`config.mk`:
```
export PLATFORM = sky130hd
export DESIGN_NAME = rr_mux_arbiter8
export DESIGN_NICKNAME = d
export VERILOG_FILES = /design/src/rtl/rr_mux_arbiter8.sv
export SDC_FILE = /design/constraint.sdc
export NUM_CORES = 1
export LEC_CHECK = 0
export ABC_CLOCK_PERIOD_IN_PS = 5400
export CORE_AREA = 2 2 89 91
export DETAILED_ROUTE_END_ITERATION = 8
export DIE_AREA = 0 0 91 93
export PLACE_DENSITY = 0.85
export SLEW_MARGIN = 20
export SYNTH_ARGS = -nofsm -noshare
export SYNTH_HDL_FRONTEND = slang
export SYNTH_SLANG_ARGS = --single-unit
```
`constraint.sdc`:
```
create_clock -name clk -period 5.4 [get_ports clk]
set_clock_uncertainty 0.2 [all_clocks]
set_input_delay 1.08 -clock clk [delete_from_list [all_inputs] [get_ports clk]]
set_output_delay 1.08 -clock clk [all_outputs]
set_load 0.03 [all_outputs]
```
`src/rtl/rr_mux_arbiter8.sv`:
```
`default_nettype none
// ============================================================================
// Module      : rr_mux_arbiter8
// Description : Round-robin arbiter that shares one 8:1 data mux between
//               eight requesters. The winning lane goes into a registered
//               valid/ready output stage. A requester may lock for bounded
//               bursts of up to MAX_BURST transfers.
// Revision    : 1.0 - initial release
// ============================================================================
module rr_mux_arbiter8 #(
    parameter int DATA_W    = 8,
    parameter int MAX_BURST = 4
) (
    input  logic                  clk,
    input  logic                  reset,
    input  logic [7:0]            req,
    input  logic [7:0]            lock,
    input  logic [8*DATA_W-1:0]   data_in,
    output logic [7:0]            ack,
    output logic [DATA_W-1:0]     out_data,
    output logic [2:0]            out_sel,
    output logic                  out_valid,
    input  logic                  out_ready,
    output logic                  busy
);

    localparam int                CNT_W       = $clog2(MAX_BURST + 1);
    localparam logic [CNT_W-1:0]  c_max_burst = CNT_W'(MAX_BURST);
    localparam logic [CNT_W-1:0]  c_one       = CNT_W'(1);

    // Registered state
    logic [DATA_W-1:0] out_data_q,    out_data_d;
    logic [2:0]        out_sel_q,     out_sel_d;
    logic              out_valid_q,   out_valid_d;
    logic [2:0]        ptr_q,         ptr_d;
    logic              lock_active_q, lock_active_d;
    logic [2:0]        lock_id_q,     lock_id_d;
    logic [CNT_W-1:0]  burst_cnt_q,   burst_cnt_d;

    // Arbitration wires
    logic [7:0]        w_elig;
    logic              w_lock_hold;
    logic              w_found;
    logic [2:0]        w_win;
    logic              w_load;
    logic [CNT_W-1:0]  w_next_cnt;

    // Eligibility: a held lock with its requester still asking restricts the
    // choice to that requester; otherwise every requester competes.
    always_comb begin
        w_lock_hold = lock_active_q & req[lock_id_q];
        w_elig      = w_lock_hold ? (8'b1 << lock_id_q) : req;
    end

    // Round-robin scan starting at ptr and wrapping modulo 8.
    always_comb begin
        logic [2:0] idx;
        w_found = 1'b0;
        w_win   = 3'd0;
        idx     = 3'd0;
        for (int k = 0; k < 8; k++) begin
            idx = ptr_q + 3'(k);
            if (!w_found && w_elig[idx]) begin
                w_found = 1'b1;
                w_win   = idx;
            end
        end
    end

    // Load when the output stage is free (or being drained) and someone won.
    // Reset forces ack low so no transfer is claimed during reset.
    always_comb begin
        w_load = (~out_valid_q | out_ready) & w_found & ~reset;
        ack    = w_load ? (8'b1 << w_win) : 8'b0;
    end

    // Next-state logic for the output stage, pointer and lock tracking.
    always_comb begin
        out_data_d    = out_data_q;
        out_sel_d     = out_sel_q;
        out_valid_d   = out_valid_q;
        ptr_d         = ptr_q;
        lock_active_d = lock_active_q;
        lock_id_d     = lock_id_q;
        burst_cnt_d   = burst_cnt_q;

        // Burst length this grant would reach if the winner keeps its lock.
        w_next_cnt = (lock_active_q && (lock_id_q == w_win)) ? (burst_cnt_q + c_one) : c_one;

        if (w_load) begin
            out_data_d  = data_in[w_win*DATA_W +: DATA_W];
            out_sel_d   = w_win;
            out_valid_d = 1'b1;
            ptr_d       = w_win + 3'd1;
            if (lock[w_win] && (w_next_cnt < c_max_burst)) begin
                lock_active_d = 1'b1;
                lock_id_d     = w_win;
                burst_cnt_d   = w_next_cnt;
            end else begin
                lock_active_d = 1'b0;
                burst_cnt_d   = '0;
            end
        end else begin
            if (out_valid_q && out_ready) begin
                out_valid_d = 1'b0;
            end
            // Locked requester withdrew: give up the lock at this edge.
            if (lock_active_q && !req[lock_id_q]) begin
                lock_active_d = 1'b0;
                burst_cnt_d   = '0;
            end
        end
    end

    // State registers with synchronous reset.
    always_ff @(posedge clk) begin
        if (reset) begin
            out_data_q    <= '0;
            out_sel_q     <= 3'd0;
            out_valid_q   <= 1'b0;
            ptr_q         <= 3'd0;
            lock_active_q <= 1'b0;
            lock_id_q     <= 3'd0;
            burst_cnt_q   <= '0;
        end else begin
            out_data_q    <= out_data_d;
            out_sel_q     <= out_sel_d;
            out_valid_q   <= out_valid_d;
            ptr_q         <= ptr_d;
            lock_active_q <= lock_active_d;
            lock_id_q     <= lock_id_d;
            burst_cnt_q   <= burst_cnt_d;
        end
    end

    assign out_data  = out_data_q;
    assign out_sel   = out_sel_q;
    assign out_valid = out_valid_q;
    assign busy      = out_valid_q | lock_active_q;

endmodule
`default_nettype wire

```
==> out/results.txt, run 1 <==
Status: complete, no violations
Yosys warnings: 0
Clock sinks: 22
Clock share of power: 0.035
Synth top area share: 0.134
Post-synthesis xor/xnor area fraction: 0.0282
Slew Limit Headroom: 0.569
Area contributors post-synth: dfxtp_1 (13%), mux2_2 (11%), mux2i_1 (6.7%)
Gate power share: 0.891
I/O pin cnt: 104
R2r worst-path depth: 17
Worst r2r src: lock_id_q[1]$_SDFFE_PP0P_
PwrDens: 779 mW/mm^2
Hold Path Cell Cnt: 2
# DRC: 0
EDFF count, synth: 0
CTS Buf Count: 3
Root Driver: clkbuf_8
Fillers: 523
Min-delay worst type: reg -> reg
Final Util: 0.751
Pin count of the biggest net entering global routing: 39
Pre-CTS setup slack: -662 ps
Reg power frac: 0.073
Fin. Hold Viols: 0
Die Area: 0.00846 mm^2
Die height: 93 um
Post-DP HPWL: 10.2 mm
Period utilisation layout: 0.984
Hold_sp: out_sel[2]$_SDFFE_PP0P_
Static Leak: 0.00231 uW
Via density per instance: 6.13
Synth Instances: 412
Clock Path Buffers: 2
DRT iter0 DRCs: 352
Worst-path fanout max: 5
Yosys cell types: 75
H-tree depth: 1
Max Slew Vio Count: 0
First-pass GRT wire length: 21.0 mm
Multiplexer area fraction after synthesis: 0.211
Min Tclk post-route: 5320 ps
Sw Share: 0.493
Ys async rst share: 0
Simple-Gate Fraction of Synth Area: 0.223
Commonest non-fill, non-tap cells in the layout: buf_4 (120), clkdlybuf4s50_1 (87), nor2_1 (30), mux2_2 (30), nand2_1 (30)
CP startpoint kind: input pin
Total track usage: 0.306
Max Fclk: 0.188 GHz
Syn avg cell area: 7.96 um^2
DR WL/cell: 19.1 um
Drt pass-1 iters: 5
Fin Setup TNS: 0 ps
Adder-cell area share of the yosys netlist: 0.0343
Vias in the first global route: 4,459
Worst R2R End: lock_id_q[0]$_SDFFE_PP0P_
Setup violators final: 0
Critical Path RT: 4120 ps
Arr. time, crit path: 4040 ps
Compound-Gate Fraction of Synth Area: 0.314
Top FF cell, synth: dfxtp_1
Final wirelength: 13.7 mm
Power, Total: 4400 uW
Grt ovf: 0
Slew @ Worst Pin: 646 ps
Setup slack, reg-to-reg: 520 ps
Count of input and output buffers: 103
Via Count: 4,409
Psw: 2170 uW
Int Power: 2230 uW
Die width: 91 um
Synthesized area: 0.00328 mm^2
Yosys top cell by area: dfxtp_1
Rows: 32
Clk Latency, worst-skew pair: 260 ps
Seq/Total Area, Yosys: 0.134
Worst setup EP type: output pin
Core area: 0.00753 mm^2
Gpl congestion: 1.02
Fin nets: 710
Hold EP: out_sel[2]$_SDFFE_PP0P_
Initial core utilization: 0.436
Initial antenna violation count: 0
Remaining antenna violation count after routing: 0
TritonCTS clock tree: done
Kind of critical path: in -> out
Layout cells sized above 1: 0.395
Commonest non-fill, non-tap cell in the layout: buf_4
P&R area growth vs syn: 72.5%
Peak supply drop: 0.583 mV
Clock transition at path regs: 80 ps
Synth Register Bits: 22
Largest family of logic cells by synthesized area: compound AO/OA/AOI/OAI gates
Number of antenna repair diodes: 0
Final WS setup: 84.1 ps
Max-cap violations: 0
Syn nets: 504
worst max path at each step:
stage / start / slack [ps] / endpoint
detailed placement: req[2] / -660 / ack[6]
global route: ptr_q[0]$_SDFFE_PP0P_ / -70 / ack[7]
finish: req[7] / 80 / ack[3]
floorplan: req[2] / 30 / ack[3]
global placement: req[7] / -540 / ack[2]
CTS: req[6] / 0.1 / ack[3]
sequential cells by signal, summed over array words and instances (netlist names):
name	count
lock_active_q	1
burst_cnt_q	3
out_data	8
out_valid	1
ptr_q	3
lock_id_q	3
out_sel	3
area by class of cell:
cell class              count  area, um^2  share of cell area
clock buffers               3        41.3             0.00730
clock inverters             1        30.0             0.00531
inverters                  13        48.8             0.00863
multi-input cells         354        3050               0.539
flip-flops and latches     22         440              0.0779
well taps                 102         128              0.0226
repair buffers            224        1920               0.339
layer usage:
metal,up-vias,track usage,wire length (um)
met5,-,0,0
met4,0,0.216,1010
met3,82,0.0363,939
met2,282,0.574,6950
met1,2034,0.316,4830
li1,2011,-,-
per-stage QoR:
| stage | std cells | hold WS (ps) | area (um^2) |
|---|---|---|---|
| 2_1_floorplan | 412 | 231 | 3280 |
| 3_3_place_gp | 696 | 240 | 5060 |
| 3_5_place_dp | 696 | 259 | 5060 |
| 4_1_cts | 712 | 277 | 5520 |
| 5_1_grt | 719 | 307 | 5660 |
| 6_report | 719 | 278 | 5660 |
power by group through the flow:
stage	logic, uW	registers (uW)	clock network (uW)
finish	3930	323	155
global route	4180	325	159
CTS	3650	315	153
detailed placement	3300	313	0
global placement	3220	308	0
floorplan	2050	331	0
critical path, cell delays in order:
cell and delay (ps):
buf_4 130, mux2i_4 260, o22a_2 290, buf_6 120, buf_4 120, nand3_4 90, o22ai_4 210, nand2_2 120
buf_6 140, nor4_4 290, o21ai_2 100, a32oi_2 230, nor2_2 70, inv_2 70, buf_6 100, ha_4 130
ha_2 160, and3_4 160, buf_6 120
synthesized netlist by cell type (3+ instances only):
master,count
o21ai_0,19
or2_2,4
nand2_1,31
nor2b_1,3
a22oi_1,4
o211ai_1,5
nor3b_1,3
o22a_1,4
nand3_1,17
xnor2_1,6
o22ai_1,18
a31oi_1,3
nor2_1,32
mux2i_1,22
nor3_1,10
buf_2,5
and3_1,11
and2_1,4
a211oi_1,6
dfxtp_1,22
o21a_1,5
a21o_1,3
mux4_2,3
nand2b_1,4
nand3b_1,8
o2bb2ai_1,4
nor4_1,3
mux2_2,32
buf_6,5
inv_1,11
o31ai_1,9
clkbuf_1,13
ha_1,9
o211a_1,4
a21oi_1,15
logic make-up after synthesis:
family | after synthesis
multiplexers | 60
AND/OR/NAND/NOR | 141
adder cells (fa/ha/maj) | 9
buffers and inverters | 36
AO/OA/AOI/OAI | 135
flip-flops | 22
XOR/XNOR | 9
what timing repair did:
action | 4_1_cts | 5_1_grt
pin swaps | 21 | 20
endpoints found under the setup margin | 11 | 8
hold buffers | 0 | 0
endpoints found under the hold margin | 0 | 0
resized for setup | 77 | 40
setup buffers | 12 | 7
(Power assumes the default switching activity.)
==> run 2, diff against run 1 <==
--- a/config.mk
+++ b/config.mk
@@ -10,6 +10,7 @@
 export DETAILED_ROUTE_END_ITERATION = 8
 export DIE_AREA = 0 0 91 93
 export PLACE_DENSITY = 0.85
+export RECOVER_POWER = 100
 export SLEW_MARGIN = 20
 export SYNTH_ARGS = -nofsm -noshare
 export SYNTH_HDL_FRONTEND = slang
==> run 2 against run 1 <==
Effect of this change:
- power down 0.40%
- wire length down 0.33%
- design area unchanged
- global-route usage stayed put
- maximum frequency increased by 0.12%
- non-clock buffer count did not move
- critical path depth is 4 lower
- flip-flop and latch count did not move
- sequential power hardly changed
- critical path type unchanged
- critical endpoint unchanged
- largest cell class unchanged
==> out/results.txt, run 2 (synthesis results as in run 1) <==
Fin nets: 710 (unchanged)
Vias in the first global route: 4,459 (unchanged)
DR WL met2: 6.92 mm (-0.53%)
Worst-path fanout max: 5 (unchanged)
Commonest non-fill, non-tap cells in the layout: buf_4 (120), clkdlybuf4s50_1 (74), nor2_1 (30), mux2_2 (30), nand2_1 (30)
Clock share of power: 0.035 (about the same)
DRT iter0 DRCs: 352 (unchanged)
CTS Hold Bufs: 0 (unchanged)
Rows: 32 (unchanged)
Fin. Hold Viols: 0 (unchanged)
Inst Count DP: 696 (unchanged)
Max-cap violations: 0 (unchanged)
Gate power share: 0.892 (about the same)
P&R area growth vs syn: 72.5% (unchanged)
Clock Path Buffers: 2 (unchanged)
I/O pin cnt: 104 (unchanged)
CP max-delay cell: o32ai_4
Slew @ Worst Pin: 636 ps (-10.2 ps)
Hold Path Cell Cnt: 2 (unchanged)
Max Slew Vio Count: 0 (unchanged)
Hold_sp: out_sel[2]$_SDFFE_PP0P_
Layout cells sized above 1: 0.395 (unchanged)
Root Driver: clkbuf_8
Kind of critical path: in -> out
Die height: 93 um (unchanged)
Clock transition at path regs: 80 ps (about the same)
Count of input and output buffers: 103 (unchanged)
Met1 WL: 4.76 mm (-1.4%)
Reg power frac: 0.073 (about the same)
Slew Limit Headroom: 0.573 (+0.00434)
Number of antenna repair diodes: 0 (unchanged)
# DRC: 0 (unchanged)
Via density per instance: 6.11 (-0.41%)
Int Power: 2220 uW (-0.57%)
Die width: 91 um (unchanged)
Final WS setup: 90.3 ps (+6.26 ps)
Setup violators final: 0 (unchanged)
Post-DP HPWL: 10.2 mm (unchanged)
PwrDens: 776 mW/mm^2 (-0.40%)
First-pass GRT wire length: 21.0 mm (unchanged)
Sw Share: 0.494 (+0.000858)
Max Fclk: 0.188 GHz (+0.12%)
Core area: 0.00753 mm^2 (unchanged)
Fin Setup TNS: 0 ps (unchanged)
Drt pass-1 iters: 6 (+1)
Worst setup EP type: output pin
Fillers: 523 (unchanged)
Via Count: 4,391 (-0.41%)
H-tree depth: 1 (unchanged)
Setup slack, reg-to-reg: 520 ps (about the same)
Delay-heaviest family, CP: compound AO/OA/AOI/OAI gates
Static Leak: 0.00233 uW (+0.98%)
Initial antenna violation count: 0 (unchanged)
Critical Path RT: 4120 ps (about the same)
Pre-CTS setup slack: -662 ps (unchanged)
Initial core utilization: 0.436 (unchanged)
Wire length on met3: 994 um (+5.9%)
Grt ovf: 0 (unchanged)
DR WL/cell: 19.0 um (-0.33%)
Final Util: 0.751 (unchanged)
Arr. time, crit path: 4030 ps (about the same)
Clock sinks: 22 (unchanged)
TritonCTS clock tree: done
CP peak stage delay: 320 ps (+30 ps)
Commonest non-fill, non-tap cell in the layout: buf_4
Top Metal Used: met4
Remaining antenna violation count after routing: 0 (unchanged)
Most used cell along the critical path: buf_6
Final wirelength: 13.7 mm (-0.33%)
Hold EP: out_sel[2]$_SDFFE_PP0P_
Min-delay worst type: reg -> reg
Worst r2r src: lock_id_q[1]$_SDFFE_PP0P_
Peak supply drop: 0.583 mV (about the same)
Die Area: 0.00846 mm^2 (unchanged)
Min Tclk post-route: 5310 ps (-6.26 ps)
Worst R2R End: lock_id_q[0]$_SDFFE_PP0P_
Total track usage: 0.306 (unchanged)
CP startpoint kind: input pin
Largest register FFs: 8 (unchanged)
Worst path bufs/invs: 4 (-3)
Pin count of the biggest net entering global routing: 39 (unchanged)
CTS Buf Count: 3 (unchanged)
Clk Latency, worst-skew pair: 260 ps (about the same)
Status: complete, no violations
R2r worst-path depth: 17 (unchanged)
Psw: 2170 uW (-0.23%)
Fin cells: 719 (unchanged)
Power, Total: 4390 uW (-0.40%)
Gpl congestion: 1.02 (unchanged)
Period utilisation layout: 0.983 (-0.00116)
CP cell instances: clkbuf_2, mux2_4, o22a_4, and3_4, a21o_1, buf_6, o2bb2ai_1, or2_4, o21a_1, o32ai_4, buf_6, ha_4, ha_2, and3_4, buf_6
## run 2: changes by cell type in the layout (fill, tap and decap cells not counted)
cell / before / now
clkdlybuf4s50_1: 87 / 74
dlygate4sd3_1: 0 / 13
## run 2: what timing repair did
| item | in CTS | in global routing |
|---|---|---|
| endpoints found under the hold margin | 0 | 0 |
| setup endpoints to repair | 11 | 8 |
| buffers inserted | 12 | 7 |
| gates resized for setup | 77 | 40 |
| pin swaps | 21 | 20 |
## run 2: how the worst max path moves through the flow
stage	from	end	slack (ps)	cells past startpoint
floorplan	req[2]	ack[3]	30	13
CTS	req[6]	ack[3]	0.1	16
finish	req[6]	ack[3]	90	15
detailed placement	req[2]	ack[6]	-660	14
global route	ptr_q[0]$_SDFFE_PP0P_	ack[7]	-70	15
global placement	req[7]	ack[2]	-540	14
## run 2: routing by layer
metal / GRT usage / vias up
met2: 0.574 / 289
li1: - / 2009
met1: 0.316 / 2008
met5: 0 / -
met3: 0.0363 / 85
met4: 0.216 / 0
## run 2: worst reg2reg max path, cell delays in order, from the launching register on
cell and delay [ps]:
dfxtp_1 670, mux2i_4 450, o22a_2 290, buf_6 120, buf_4 120, nand3_4 90
buf_4 140, buf_4 120, o22a_1 260, o221ai_4 210, nor2_1 100, o32ai_4 300
buf_6 160, buf_4 420, mux2_2 440, o22a_1 270, nand4_4 90, mux2_4 300
## run 2: metrics by stage
stage / area (um^2) / hold WS (ps)
CTS: 5520 / 277
global route: 5660 / 305
global placement: 5060 / 240
floorplan: 3280 / 231
detailed placement: 5060 / 259
finish: 5660 / 273
## run 2: final cells by class
cell class,count,area [um^2],area share
Tap cell,102,128,0.0226
Sequential cell,22,440,0.0779
Multi-Input combinational cell,354,3050,0.539
Timing Repair Buffer,224,1920,0.339
Clock inverter,1,30.0,0.00531
Clock buffer,3,41.3,0.00730
Inverter,13,48.8,0.00863
## run 2: power groups by stage
stage                     sequential (uW)  clock (uW)  combinational [uW]
after floorplan                       331           0                2050
after global placement                308           0                3220
after detailed placement              313           0                3300
after CTS                             315         153                3650
after global routing                  324         159                4160
final                                 321         155                3910
